**config.mk**
```make
export PLATFORM = sky130hd
export DESIGN_NAME = wb_copy_master_flat
export DESIGN_NICKNAME = d
export VERILOG_FILES = /design/src/rtl/wb_copy_master_pkg.sv /design/src/rtl/wb_copy_master_if.sv /design/src/rtl/wb_copy_master_timeout_cnt.sv /design/src/rtl/wb_copy_master.sv /design/src/flat_wrapper.sv
export SDC_FILE = /design/constraint.sdc
export NUM_CORES = 1
export LEC_CHECK = 0
export CAP_MARGIN = 10
export CORE_ASPECT_RATIO = 0.5
export CORE_UTILIZATION = 35
export DETAILED_ROUTE_END_ITERATION = 12
export SLEW_MARGIN = 0
export SYNTH_ARGS = -nofsm -noshare
export SYNTH_HDL_FRONTEND = slang
export SYNTH_SLANG_ARGS = --single-unit
```
**constraint.sdc**
```tcl
create_clock -name clk -period 6.5 [get_ports clk]
set_clock_uncertainty 0.05 [all_clocks]
set_input_delay 1.3 -clock clk [delete_from_list [all_inputs] [get_ports clk]]
set_output_delay 1.3 -clock clk [all_outputs]
set_load 0.05 [all_outputs]
```
**src/rtl/wb_copy_master_pkg.sv**
```systemverilog
// Shared definitions for the Wishbone word-copy initiator: FSM encoding and
// address stepping.
package wb_copy_master_pkg;

    typedef enum logic [1:0] {
        ST_IDLE  = 2'd0,
        ST_READ  = 2'd1,
        ST_WRITE = 2'd2,
        ST_DONE  = 2'd3
    } state_e;

    // Byte-address step between consecutive words; one word spans all byte lanes.
    function automatic int unsigned addr_inc(input int unsigned sel_w);
        return sel_w;
    endfunction

endpackage

```
**src/rtl/wb_copy_master_if.sv**
```systemverilog
// Wishbone classic-cycle bus between the copy initiator and its responder.
interface wb_copy_master_if #(
    parameter int ADDR_WIDTH   = 32,
    parameter int DATA_WIDTH   = 32,
    parameter int SELECT_WIDTH = DATA_WIDTH / 8
);
    logic [ADDR_WIDTH-1:0]   adr_o;
    logic [DATA_WIDTH-1:0]   dat_o;
    logic [DATA_WIDTH-1:0]   dat_i;
    logic                    we_o;
    logic [SELECT_WIDTH-1:0] sel_o;
    logic                    stb_o;
    logic                    cyc_o;
    logic                    ack_i;
    logic                    err_i;

    modport master (
        output adr_o, dat_o, we_o, sel_o, stb_o, cyc_o,
        input  dat_i, ack_i, err_i
    );

    modport slave (
        input  adr_o, dat_o, we_o, sel_o, stb_o, cyc_o,
        output dat_i, ack_i, err_i
    );
endinterface

```
**src/rtl/wb_copy_master_timeout_cnt.sv**
```systemverilog
// Strobe-phase watchdog: reloaded when a new strobe phase begins, counts
// down while the phase waits, flags expiry after TIMEOUT waiting cycles.
module wb_copy_master_timeout_cnt #(
    parameter int TIMEOUT = 255
) (
    input  logic clk,
    input  logic rst,
    input  logic load,
    input  logic run,
    output logic expired
);
    localparam int CW = $clog2(TIMEOUT + 1);
    localparam logic [CW-1:0] LOAD_VAL = CW'(TIMEOUT - 1);

    logic [CW-1:0] cnt;

    always_ff @(posedge clk or posedge rst) begin
        if (rst)                       cnt <= '0;
        else if (load)                 cnt <= LOAD_VAL;
        else if (run && cnt != '0)     cnt <= cnt - CW'(1);
    end

    // Zero is reached on the edge that samples the TIMEOUT-th unanswered cycle.
    assign expired = run && (cnt == '0);
endmodule

```
**src/rtl/wb_copy_master.sv**
```systemverilog
// Wishbone initiator copying len words from src to dst, one single read then
// one single write per word; reports busy, a done pulse and a sticky error.
module wb_copy_master
    import wb_copy_master_pkg::*;
#(
    parameter int ADDR_WIDTH   = 32,
    parameter int DATA_WIDTH   = 32,
    parameter int SELECT_WIDTH = DATA_WIDTH / 8,
    parameter int LEN_WIDTH    = 16,
    parameter int TIMEOUT      = 255
) (
    input  logic                  clk,
    input  logic                  rst,
    input  logic                  start_i,
    input  logic                  abort_i,
    input  logic [ADDR_WIDTH-1:0] src_addr_i,
    input  logic [ADDR_WIDTH-1:0] dst_addr_i,
    input  logic [LEN_WIDTH-1:0]  len_i,
    output logic                  busy_o,
    output logic                  done_o,
    output logic                  error_o,
    output logic [LEN_WIDTH-1:0]  words_done_o,
    wb_copy_master_if.master      wb
);
    localparam logic [ADDR_WIDTH-1:0]   ADDR_INC = ADDR_WIDTH'(addr_inc(SELECT_WIDTH));
    localparam logic [SELECT_WIDTH-1:0] SEL_ALL  = '1;

    state_e                state, state_n;
    logic [ADDR_WIDTH-1:0] src, dst;
    logic [LEN_WIDTH-1:0]  rem;
    logic                  accept, rd_ack, wr_ack, fail;
    logic                  in_phase, strobe_n, tmo_load, tmo_expired;

    assign in_phase = (state == ST_READ) || (state == ST_WRITE);
    assign strobe_n = (state_n == ST_READ) || (state_n == ST_WRITE);
    assign tmo_load = strobe_n && (state_n != state);

    wb_copy_master_timeout_cnt #(.TIMEOUT(TIMEOUT)) u_tmo (
        .clk     (clk),
        .rst     (rst),
        .load    (tmo_load),
        .run     (in_phase),
        .expired (tmo_expired)
    );

    always_ff @(posedge clk or posedge rst) begin
        if (rst) state <= ST_IDLE;
        else     state <= state_n;
    end

    // Abort and err_i beat a same-cycle ack; ack beats the watchdog.
    always_comb begin
        state_n = state;
        accept  = 1'b0;
        rd_ack  = 1'b0;
        wr_ack  = 1'b0;
        fail    = 1'b0;
        case (state)
            ST_IDLE: begin
                if (start_i && !abort_i) begin
                    accept  = 1'b1;
                    state_n = (len_i == '0) ? ST_DONE : ST_READ;
                end
            end
            ST_READ, ST_WRITE: begin
                if (abort_i || wb.err_i) begin
                    fail    = 1'b1;
                    state_n = ST_DONE;
                end else if (wb.ack_i) begin
                    if (state == ST_READ) begin
                        rd_ack  = 1'b1;
                        state_n = ST_WRITE;
                    end else begin
                        wr_ack  = 1'b1;
                        state_n = (rem == LEN_WIDTH'(1)) ? ST_DONE : ST_READ;
                    end
                end else if (tmo_expired) begin
                    fail    = 1'b1;
                    state_n = ST_DONE;
                end
            end
            ST_DONE: state_n = ST_IDLE;
            default: state_n = ST_IDLE;
        endcase
    end

    always_ff @(posedge clk or posedge rst) begin
        if (rst) begin
            src          <= '0;
            dst          <= '0;
            rem          <= '0;
            busy_o       <= 1'b0;
            done_o       <= 1'b0;
            error_o      <= 1'b0;
            words_done_o <= '0;
            wb.adr_o     <= '0;
            wb.dat_o     <= '0;
            wb.we_o      <= 1'b0;
            wb.sel_o     <= '0;
            wb.stb_o     <= 1'b0;
            wb.cyc_o     <= 1'b0;
        end else begin
            busy_o   <= (state_n != ST_IDLE);
            done_o   <= (state == ST_DONE);
            wb.stb_o <= strobe_n;
            wb.cyc_o <= strobe_n;
            wb.we_o  <= (state_n == ST_WRITE);
            wb.sel_o <= strobe_n ? SEL_ALL : '0;
            if (accept) begin
                src          <= src_addr_i;
                dst          <= dst_addr_i;
                rem          <= len_i;
                error_o      <= 1'b0;
                words_done_o <= '0;
                wb.adr_o     <= src_addr_i;
            end
            // dat_o doubles as the word buffer between read and write.
            if (rd_ack) begin
                wb.dat_o <= wb.dat_i;
                wb.adr_o <= dst;
            end
            if (wr_ack) begin
                words_done_o <= words_done_o + LEN_WIDTH'(1);
                rem          <= rem - LEN_WIDTH'(1);
                src          <= src + ADDR_INC;
                dst          <= dst + ADDR_INC;
                wb.adr_o     <= src + ADDR_INC;
            end
            if (fail) error_o <= 1'b1;
        end
    end
endmodule

```
**src/flat_wrapper.sv**
```systemverilog
// flat-port wrapper written by rule: the top's interface ports become plain ports
module wb_copy_master_flat import wb_copy_master_pkg::*;
#(
    parameter int ADDR_WIDTH   = 32,
    parameter int DATA_WIDTH   = 32,
    parameter int SELECT_WIDTH = DATA_WIDTH / 8,
    parameter int LEN_WIDTH    = 16,
    parameter int TIMEOUT      = 255
)
  (clk, rst, start_i, abort_i, src_addr_i, dst_addr_i, len_i, busy_o, done_o, error_o, words_done_o, wb_adr_o, wb_dat_o, wb_we_o, wb_sel_o, wb_stb_o, wb_cyc_o, wb_dat_i, wb_ack_i, wb_err_i);
  wb_copy_master_if #(.ADDR_WIDTH(ADDR_WIDTH), .DATA_WIDTH(DATA_WIDTH), .SELECT_WIDTH(SELECT_WIDTH)) wb_i ();
  input  logic clk;
  input  logic rst;
  input  logic start_i;
  input  logic abort_i;
  input  logic [ADDR_WIDTH-1:0] src_addr_i;
  input  logic [ADDR_WIDTH-1:0] dst_addr_i;
  input  logic [LEN_WIDTH-1:0] len_i;
  output logic busy_o;
  output logic done_o;
  output logic error_o;
  output logic [LEN_WIDTH-1:0] words_done_o;
  output wire logic [$bits(wb_i.adr_o)-1:0] wb_adr_o;
  output wire logic [$bits(wb_i.dat_o)-1:0] wb_dat_o;
  output wire logic [$bits(wb_i.we_o)-1:0] wb_we_o;
  output wire logic [$bits(wb_i.sel_o)-1:0] wb_sel_o;
  output wire logic [$bits(wb_i.stb_o)-1:0] wb_stb_o;
  output wire logic [$bits(wb_i.cyc_o)-1:0] wb_cyc_o;
  input wire logic [$bits(wb_i.dat_i)-1:0] wb_dat_i;
  input wire logic [$bits(wb_i.ack_i)-1:0] wb_ack_i;
  input wire logic [$bits(wb_i.err_i)-1:0] wb_err_i;
  assign wb_adr_o = wb_i.adr_o;
  assign wb_dat_o = wb_i.dat_o;
  assign wb_we_o = wb_i.we_o;
  assign wb_sel_o = wb_i.sel_o;
  assign wb_stb_o = wb_i.stb_o;
  assign wb_cyc_o = wb_i.cyc_o;
  assign wb_i.dat_i = wb_dat_i;
  assign wb_i.ack_i = wb_ack_i;
  assign wb_i.err_i = wb_err_i;
  wb_copy_master #(.ADDR_WIDTH(ADDR_WIDTH), .DATA_WIDTH(DATA_WIDTH), .SELECT_WIDTH(SELECT_WIDTH), .LEN_WIDTH(LEN_WIDTH), .TIMEOUT(TIMEOUT)) u_core (.clk(clk), .rst(rst), .start_i(start_i), .abort_i(abort_i), .src_addr_i(src_addr_i), .dst_addr_i(dst_addr_i), .len_i(len_i), .busy_o(busy_o), .done_o(done_o), .error_o(error_o), .words_done_o(words_done_o), .wb(wb_i));
endmodule
```
### Yosys cells after proc, flatten, opt, wreduce, memory -nomap -nowiden

Cells that the tools add are included.

* bits in registers: 179
* latch bits: 0
* memory bits (writable): 0
* memory bits (read-only): 0
* bits of input ports: 118
* memories kept: 0

* add/subtract/negate cells: 5
* multiply operators: 0
* div/mod/pow operators: 0
* magnitude comparators: 0
* equal/unequal tests: 7
* shift-type cells: 0
* multiplexer cells: 37
* bitwise gates (word level): 0
* reduce and logical (&&, ||, !) cells: 18

Operators with widths (count)
* 32-bit 2-to-1 mux: 6
* 32-bit by 3-bit adder with 32-bit output, second input constant: 2
* 16-bit 2-to-1 mux: 4
* 16-bit by 1-bit adder with 16-bit output, second input constant: 1
* 16-bit by 1-bit equality test with 1-bit output, second input constant: 1
* 16-bit logical NOT: 1
* 1-bit 2-to-1 mux: 16
* 8-bit 2-to-1 mux: 2
* 16-bit by 1-bit subtractor with 16-bit output, second input constant: 1
* 2-bit 2-to-1 mux: 7
* 8-bit logical NOT: 1
* 2-bit nonzero test: 4
* 8-bit nonzero test: 1
* 8-bit by 1-bit subtractor with 8-bit output, second input constant: 1
* 2-bit equality test, second input constant: 3
* 2-bit one-hot mux with 3 select lines: 1
* 2-bit by 1-bit equality test with 1-bit output, second input constant: 2
* 1-bit logical AND: 4
* 4-bit 2-to-1 mux: 1
* 1-bit logical OR: 3
* 3-bit nonzero test: 1
* 2-bit logical NOT: 1
* 2-bit inequality test: 1
* 2-bit OR reduction: 1
* 1-bit logical NOT: 1

### Logic depth before layout (Yosys ltp)

Gate-level depths: netlist of the first run.

* depth after elaboration: 11
* mapped depth: 11
* gate-level depth less buffers: 11

### Modules after synthesis

From an unflattened synthesis of the first run, not the netlist that was laid out.

* cells, all modules: 1094
* area, all modules: 9416.5 µm²

By module, submodules not included
* wb_copy_master: times used 1, cells each 1048, area an instance 8948.6 µm², seq. area each 4179.0 µm²
* wb_copy_master_timeout_cnt: times used 1, cells each 46, area an instance 467.9 µm², seq. area each 200.2 µm²

### Least setup slack after synthesis of the first run

OpenSTA, ideal clock, no wires.

* path kind: input to register
* from: in start_i
* to: reg u_core.words_done_o[13]
* library setup time: 0.146 ns
* arrival: 2.712 ns
* data required time: 6.304 ns
* slack: 3.593 ns
* stages on the path: 8
* path buffers: 3
* cell sequence: nor2b_1 -> and2_1 -> clkbuf_1 -> nand2_1 -> buf_2 -> buf_1 -> o211ai_1 -> o31ai_1

* word-level cells in the longest chain between the ends: 4

Ends and longest elaborated chain
* start, declared: RTL line flat_wrapper.sv:14 `input logic start_i;`
* 1-bit logical AND: RTL line wb_copy_master.sv:60 `if (start_i && !abort_i) begin`
* 1-bit 2-to-1 mux: RTL line wb_copy_master.sv:60
* 1-bit 2-to-1 mux: RTL line wb_copy_master.sv:58 `case (state)`
* 2-bit nonzero test (no source line)
* end signal, assigned: RTL line wb_copy_master.sv:123 `words_done_o <= words_done_o + LEN_WIDTH'(1);`
* end, declared: RTL line wb_copy_master.sv:22 `output logic [LEN_WIDTH-1:0] words_done_o,`

Every way passes these cells.
A chain may end at the register's enable or synchronous reset.

### Final worst setup path of the first run

* from: in abort_i
* to: reg u_core.rem[12]

* word-level cells in the longest chain between the ends: 5

Ends and longest elaborated chain
* start, declared: RTL line flat_wrapper.sv:15 `input logic abort_i;`
* 1-bit logical NOT: RTL line wb_copy_master.sv:60
* 1-bit logical AND: RTL line wb_copy_master.sv:60
* 1-bit 2-to-1 mux: RTL line wb_copy_master.sv:60
* 1-bit 2-to-1 mux: RTL line wb_copy_master.sv:58
* 2-bit nonzero test (no source line)
* end signal, assigned: RTL line wb_copy_master.sv:112 `rem <= len_i;`
* end signal, assigned: RTL line wb_copy_master.sv:124 `rem <= rem - LEN_WIDTH'(1);`
* end, declared: RTL line wb_copy_master.sv:30 `logic [LEN_WIDTH-1:0] rem;`

Parallel ways exist; a longest one is shown, timed or not.

==> results.py, run 1 <==
metrics = {
    "outcome": {
        "status": "finished, final reports clean",
    },
    "timing": {
        "period_share_pct": 60.8,
        "setup_violations": 0,
        "fin_crit_ps": 3950,
        "slew_viol_final": 0,
        "tightest_slew_ps": 1040,
        "max_slew_margin_pct": 30.6,
        "whs_ps": 427,
        "fin_setup_tns_ps": 0,
        "rsz0062_at_grt": "false",
        "hold_violations": 0,
        "max_freq_mhz": 253,
    },
    "route": {
        "num_vias": 8548,
        "ant_nets": 0,
        "vias_per_cell": 5.54,
        "dr.pass1.iters": 5,
        "wl_mm": 28.9,
        "routedWlPerCell_microns": 18.7,
        "drt_iter0_markers": 679,
        "drc": 0,
    },
    "clock_network": {
        "clk_path_buf_depth": 2,
        "path_clk_slew_ps": 70,
        "cts_max_level": 4,
        "postCtsSetupBuffers": 0,
        "cts_buffers": 17,
        "cts_resized": 0,
        "cts_tree": "done",
        "clk_latency_ps": 450,
        "postCtsHoldBufs": 0,
        "ctsRootBufferMaster": "clkbuf_16",
        "cts_sinks": 175,
    },
    "setup_path": {
        "worstPathCellList": "clkdlybuf4s50_1 -> nor2b_1 -> nand2_2 -> nand2_1 -> buf_4 -> nand2_1 -> a221o_1",
        "reg2reg_depth": 8,
        "cpMaxStageDelayCell": "nor2b_1",
        "reg2reg_slack_ps": 3170,
        "cp.arrival_ps": 4240,
        "end_kind": "flop",
        "start_kind": "input port",
        "crit_start": "abort_i",
        "critical_path_class": "in2reg",
        "reg2reg_from": "u_core.state[0]$_DFF_PP0_",
        "required_ps": 6790,
        "cpMostUsedCell": "nand2_1",
        "crit_fanout": 16,
        "r2r-end": "u_core.dst[31]$_DFFE_PP0P_",
        "cpPeakStageDelay_ps": 610,
    },
    "global_route": {
        "grt_pass1_vias": 8498,
        "grt_max_degree": 90,
        "grt_pass1_wl_mm": 46.0,
        "grt_overflow": 0,
        "antenna_found_initial": 0,
        "gr-usage-all-layers_pct": 21.5,
    },
    "cells_and_area": {
        "mostFrequentLayoutCells": "clkdlybuf4s50_1, dfrtp_1, nand2_1, nor2_1, o21ai_0",
        "postLayoutCoreUtil_pct": 48.0,
        "syn_to_final_growth_pct": 32.1,
        "fin_nets": 1316,
        "mostFrequentLayoutCell": "clkdlybuf4s50_1",
        "n_antenna_cell": 0,
        "stdcell_area_sq_um": 12300,
        "drive_gt1_share_pct": 8.68,
    },
    "hold_path": {
        "hold_start": "u_core.dst[0]$_DFFE_PP0P_",
        "hold_end": "u_core.dst[0]$_DFFE_PP0P_",
        "hold_depth": 2,
        "hold_path.class": "reg2reg",
    },
    "synth": {
        "ys_ff_latch": 175,
        "ys_warn_count": 0,
        "netlist_instances": 1011,
        "synthesis.area_sq_um": 9320,
        "avgSynthCellArea_sq_um": 9.22,
        "ys_async_sr_fraction_pct": 100,
        "synth-main-ff-cell": "dfrtp_1",
        "ys_seq_area_share_pct": 47.0,
        "syn-num-nets": 1142,
        "synth_cell_types": 66,
        "synth_edf_count": 0,
    },
    "power_and_ir_drop": {
        "vdd_drop_max_mv": 0.229,
        "p_per_area_nw_per_um2": 488,
        "p_leak_uw": 0.00493,
    },
    "place": {
        "routabilityCongestion": 0.835,
        "portBuffers": 207,
        "dp_hpwl_mm": 19.8,
        "dpl_cell_area_sq_um": 11700,
    },
    "die": {
        "start_util_pct": 36.3,
        "die_h_microns": 117,
        "core-area_sq_um": 25600,
        "num_rows": 41,
        "io_pins": 208,
        "die_area_sq_um": 27300,
        "die_w_microns": 233,
    },
    "run": {
        "drv_cap": 0,
    },
}
synthesized netlist by cell type, types with 4 or more instances:
| cell | instances | area share (%) |
|---|---|---|
| a211o_1 | 4 | 0.38 |
| a211oi_1 | 27 | 2.2 |
| a21o_1 | 4 | 0.32 |
| a21oi_1 | 58 | 3.1 |
| a221o_1 | 7 | 0.75 |
| a221oi_1 | 6 | 0.56 |
| a311oi_1 | 8 | 0.75 |
| a31oi_1 | 11 | 0.74 |
| and2_1 | 7 | 0.47 |
| and3_1 | 21 | 1.4 |
| and4_1 | 10 | 0.94 |
| buf_1 | 5 | 0.20 |
| buf_2 | 7 | 0.38 |
| buf_4 | 5 | 0.40 |
| clkbuf_1 | 46 | 1.9 |
| dfrtp_1 | 175 | 47 |
| ha_1 | 13 | 1.7 |
| inv_1 | 27 | 1.1 |
| mux2_2 | 32 | 3.9 |
| mux2i_1 | 15 | 1.6 |
| nand2_1 | 125 | 5.0 |
| nand3_1 | 52 | 2.8 |
| nand4_1 | 23 | 1.5 |
| nor2_1 | 91 | 3.7 |
| nor3_1 | 32 | 1.7 |
| nor4_1 | 7 | 0.47 |
| o211ai_1 | 10 | 0.81 |
| o21ai_0 | 66 | 3.5 |
| o221a_2 | 9 | 1.1 |
| o22ai_1 | 14 | 0.94 |
| o31ai_1 | 6 | 0.48 |
| or3_1 | 5 | 0.34 |
| xnor2_1 | 23 | 2.2 |
| xor2_1 | 9 | 0.85 |
stage by stage:
step | power, uW | std cells | setup slack [ps]
floorplan | 3930 | 1011 | 405
global placement | 4860 | 1510 | 2140
detailed placement | 4920 | 1510 | 2080
CTS | 6040 | 1542 | 2570
global route | 6360 | 1542 | 2350
finish | 6010 | 1542 | 2550
per-layer routing:
| layer | part of all wire, % | GRT usage [%] | up-vias |
|---|---|---|---|
| li1 | - | - | 4044 |
| met1 | 44 | 27.6 | 4203 |
| met2 | 48 | 35.0 | 264 |
| met3 | 6.2 | 4.79 | 37 |
| met4 | 2.3 | 8.58 | 0 |
| met5 | 0 | 0 | - |
worst max path at each step:
stage / to / slack [ps]
final: u_core.rem[12]$_DFFE_PP0P_ / 2550
after global routing: u_core.dst[15]$_DFFE_PP0P_ / 2350
after CTS: u_core.dst[15]$_DFFE_PP0P_ / 2570
after detailed placement: u_core.dst[15]$_DFFE_PP0P_ / 2080
after global placement: u_core.rem[12]$_DFFE_PP0P_ / 2140
after floorplan: u_core.busy_o$_DFF_PP0_ / 400
layout make-up:
| type | count | area (sq um) |
|---|---|---|
| Clock inverter | 9 | 131 |
| Timing Repair Buffer | 219 | 2160 |
| Multi-Input combinational cell | 744 | 4610 |
| Clock buffer | 23 | 488 |
| Sequential cell | 175 | 4380 |
| Tap cell | 344 | 430 |
| Inverter | 28 | 110 |
| Fill cell | 2367 | 13300 |
report_power, final:
| part | switching (uW) | internal (uW) | total (uW) |
|---|---|---|---|
| combinational | 1810 | 1090 | 2890 |
| sequential | 454 | 1560 | 2010 |
| clock | 455 | 645 | 1100 |
| total | 2720 | 3290 | 6010 |
critical path, delay by kind of cell:
family                 cells  cell delay [ps]
and+or+nand+nor            4             1760
AOI/OAI and AO/OA          1              290
buffers and inverters      2              880
state kept, by name, indices dropped and copies added, names as in the netlist:
name,cells
u_core.dst,32
u_core.words_done_o,16
u_core.wb.we_o,1
u_core.state,2
u_core.wb.sel_o,1
u_core.wb.dat_o,32
u_core.u_tmo.cnt,8
u_core.error_o,1
u_core.rem,16
u_core.busy_o,1
u_core.src,32
u_core.wb.adr_o,32
u_core.done_o,1
cells by family after synthesis:
family	Yosys count	share of synthesized area [%]
mux	47	5.48
xor+xnor	32	3.01
flops	175	47.0
compound gates	257	18.3
simple gates	395	20.5
buf+inv	92	4.01
fa+ha+maj	13	1.75
Power figures use the tool's default switching activity.
==> run 2, diff against run 1 <==
clock period = 3.19 ns   (was 6.5 ns; I/O delays follow)
==> run 2 against run 1 <==
  * Die area did not move
  * Total power rose by 100%
  * Clock-buffer cell count fell by 1
  * Clock power rose by 86%
  * Critical path type is now reg2reg
  * Largest cell class unchanged
  * Wire length rose by 1.8%
  * Via count rose by 1.5%
==> results.py, run 2 (synthesized netlist as in run 1, its figures left out) <==
metrics = {
    "route": {
        "drc": 0,
        "dr.pass1.iters": 7,
        "ant_nets": 0,
        "routedWlPerCell_microns": 18.8,
        "num_vias": 8679,
        "drt_iter0_markers": 771,
        "wl_mm": 29.4,
        "vias_per_cell": 5.55,
    },
    "setup_path": {
        "required_ps": 3470,
        "cpMaxStageDelayCell": "or4_4",
        "worstPathCellList": "or4_4 -> o41ai_1 -> or3_1 -> nand2_1 -> a21oi_1 -> inv_1 -> ha_1 -> a31o_4 -> and2_1",
        "start_kind": "flop",
        "worst-path-buf-inv": 1,
        "critical_path.top_delay_family": "simple AND/OR/NAND/NOR gates",
        "critical_path_class": "reg2reg",
        "crit_fanout": 8,
        "cp.arrival_ps": 3230,
        "cpPeakStageDelay_ps": 600,
        "end_kind": "flop",
    },
    "global_route": {
        "grt_pass1_vias": 8412,
        "grt_overflow": 0,
        "antenna_found_initial": 0,
        "grt_pass1_wl_mm": 46.4,
        "grt_max_degree": 56,
        "gr-usage-all-layers_pct": 21.8,
    },
    "timing": {
        "max_slew_margin_pct": 55.1,
        "period_share_pct": 92.5,
        "worst_slack_ps": 240,
        "max_freq_mhz": 339,
        "hold_violations": 0,
        "rsz0062_at_grt": "false",
        "fin_setup_tns_ps": 0,
        "fin_crit_ps": 2950,
        "setup_violations": 0,
        "slew_viol_final": 0,
        "tightest_slew_ps": 669,
    },
    "cells_and_area": {
        "mostFrequentLayoutCells": "clkdlybuf4s50_1, dfrtp_1, nand2_1, nor2_1, o21ai_0",
        "fillers": 2382,
        "fin_nets": 1341,
        "mostFrequentLayoutCell": "clkdlybuf4s50_1",
        "n_antenna_cell": 0,
        "drive_gt1_share_pct": 10.2,
        "syn_to_final_growth_pct": 34.0,
        "stdcell_area_sq_um": 12500,
    },
    "power_and_ir_drop": {
        "p_sw_uw": 5500,
        "p_per_area_nw_per_um2": 972,
        "p_leak_uw": 0.00505,
        "internal-power_uw": 6640,
        "pwr-share-seq_pct": 33.8,
        "combPwrFrac_pct": 49.3,
        "switching_share_pct": 45.3,
        "clkPwrFrac_pct": 16.9,
        "vdd_drop_max_mv": 0.482,
    },
    "die": {
        "die_h_microns": 117,
        "io_pins": 208,
        "start_util_pct": 36.3,
        "die_area_sq_um": 27300,
        "num_rows": 41,
        "core-area_sq_um": 25600,
        "die_w_microns": 233,
    },
    "clock_network": {
        "ctsRootBufferMaster": "clkbuf_16",
        "cts_max_level": 4,
        "postCtsSetupBuffers": 0,
        "postCtsHoldBufs": 0,
        "cts_tree": "done",
        "cts_buffers": 17,
        "path_clk_slew_ps": 70,
        "clk_path_buf_depth": 2,
        "cts_resized": 0,
        "clk_latency_ps": 440,
        "cts_sinks": 175,
    },
    "run": {
        "drv_cap": 0,
    },
    "place": {
        "dpl_cell_area_sq_um": 11900,
        "routabilityCongestion": 0.834,
        "dp_hpwl_mm": 20.9,
        "portBuffers": 207,
        "post-place-ws_ps": 110,
    },
    "outcome": {
        "status": "finished, final reports clean",
    },
    "hold_path": {
        "hold_path.class": "in2async",
    },
}
run 2: changes by cell type in the layout (fill, tap and decap cells not counted), sizes merged:
cell,delta
inv,-1
clkbuf,-1
bufinv,-1
clkinv,+3
buf,+25
clkinvlp,-2
run 2: area by class of cell:
class	instances	area [sq um]	share of cell area, %
Multi-Input combinational cell	744	4600	36.9
Sequential cell	175	4380	35.1
Timing Repair Buffer	244	2410	19.3
Clock buffer	22	464	3.72
Tap cell	344	430	3.45
Inverter	28	109	0.872
Clock inverter	8	90.1	0.721
run 2: routing by layer:
metal	vias to the layer above	GRT usage [%]	share of wire (%)
met3	42	5.03	5.1
met4	0	6.74	1.9
li1	4086	-	-
met2	259	35.4	48
met5	-	0	0
met1	4292	28.6	45
run 2: final timing paths:
check / slack (ps) / cells after the start / start / endpoint
max in group asynchronous: 1810 / 3 / rst / u_core.rem[13]$_DFFE_PP0P_
setup / recovery: 240 / 9 / u_core.u_tmo.cnt[2]$_DFFE_PP0P_ / u_core.u_tmo.cnt[0]$_DFFE_PP0P_
hold reg to reg: 430 / 2 / u_core.dst[0]$_DFFE_PP0P_ / u_core.dst[0]$_DFFE_PP0P_
setup reg to reg: 240 / 9 / u_core.u_tmo.cnt[2]$_DFFE_PP0P_ / u_core.u_tmo.cnt[0]$_DFFE_PP0P_
min in group clk: 430 / 2 / u_core.dst[0]$_DFFE_PP0P_ / u_core.dst[0]$_DFFE_PP0P_
hold / removal: 430 / 2 / rst / u_core.dst[21]$_DFFE_PP0P_
run 2: power groups by stage:
stage                     Sequential, uW  Clock [uW]  Combinational (uW)
after detailed placement            4120           0                5990
after global routing                4220        2180                6430
after floorplan                     5400           0                2620
final                               4100        2050                5980
after CTS                           4090        2090                6010
after global placement              4070           0                5900
run 2: metrics by stage:
| stage | hold slack, ps | util [%] | total power (uW) | cells |
|---|---|---|---|---|
| 2_1_floorplan | 387 | - | 8020 | 1011 |
| 3_3_place_gp | 405 | 46.5 | 9970 | 1535 |
| 3_5_place_dp | 416 | 46.5 | 10100 | 1535 |
| 4_1_cts | 431 | 48.7 | 12200 | 1565 |
| 5_1_grt | 433 | 48.7 | 12800 | 1565 |
| 6_report | 426 | 48.7 | 12100 | 1565 |
==> run 3, diff against run 2 <==
CTS_CLUSTER_DIAMETER = 100   (was unset)
==> results of run 3 <==
Final layout, timing and power as in run 2 (identical DEF).
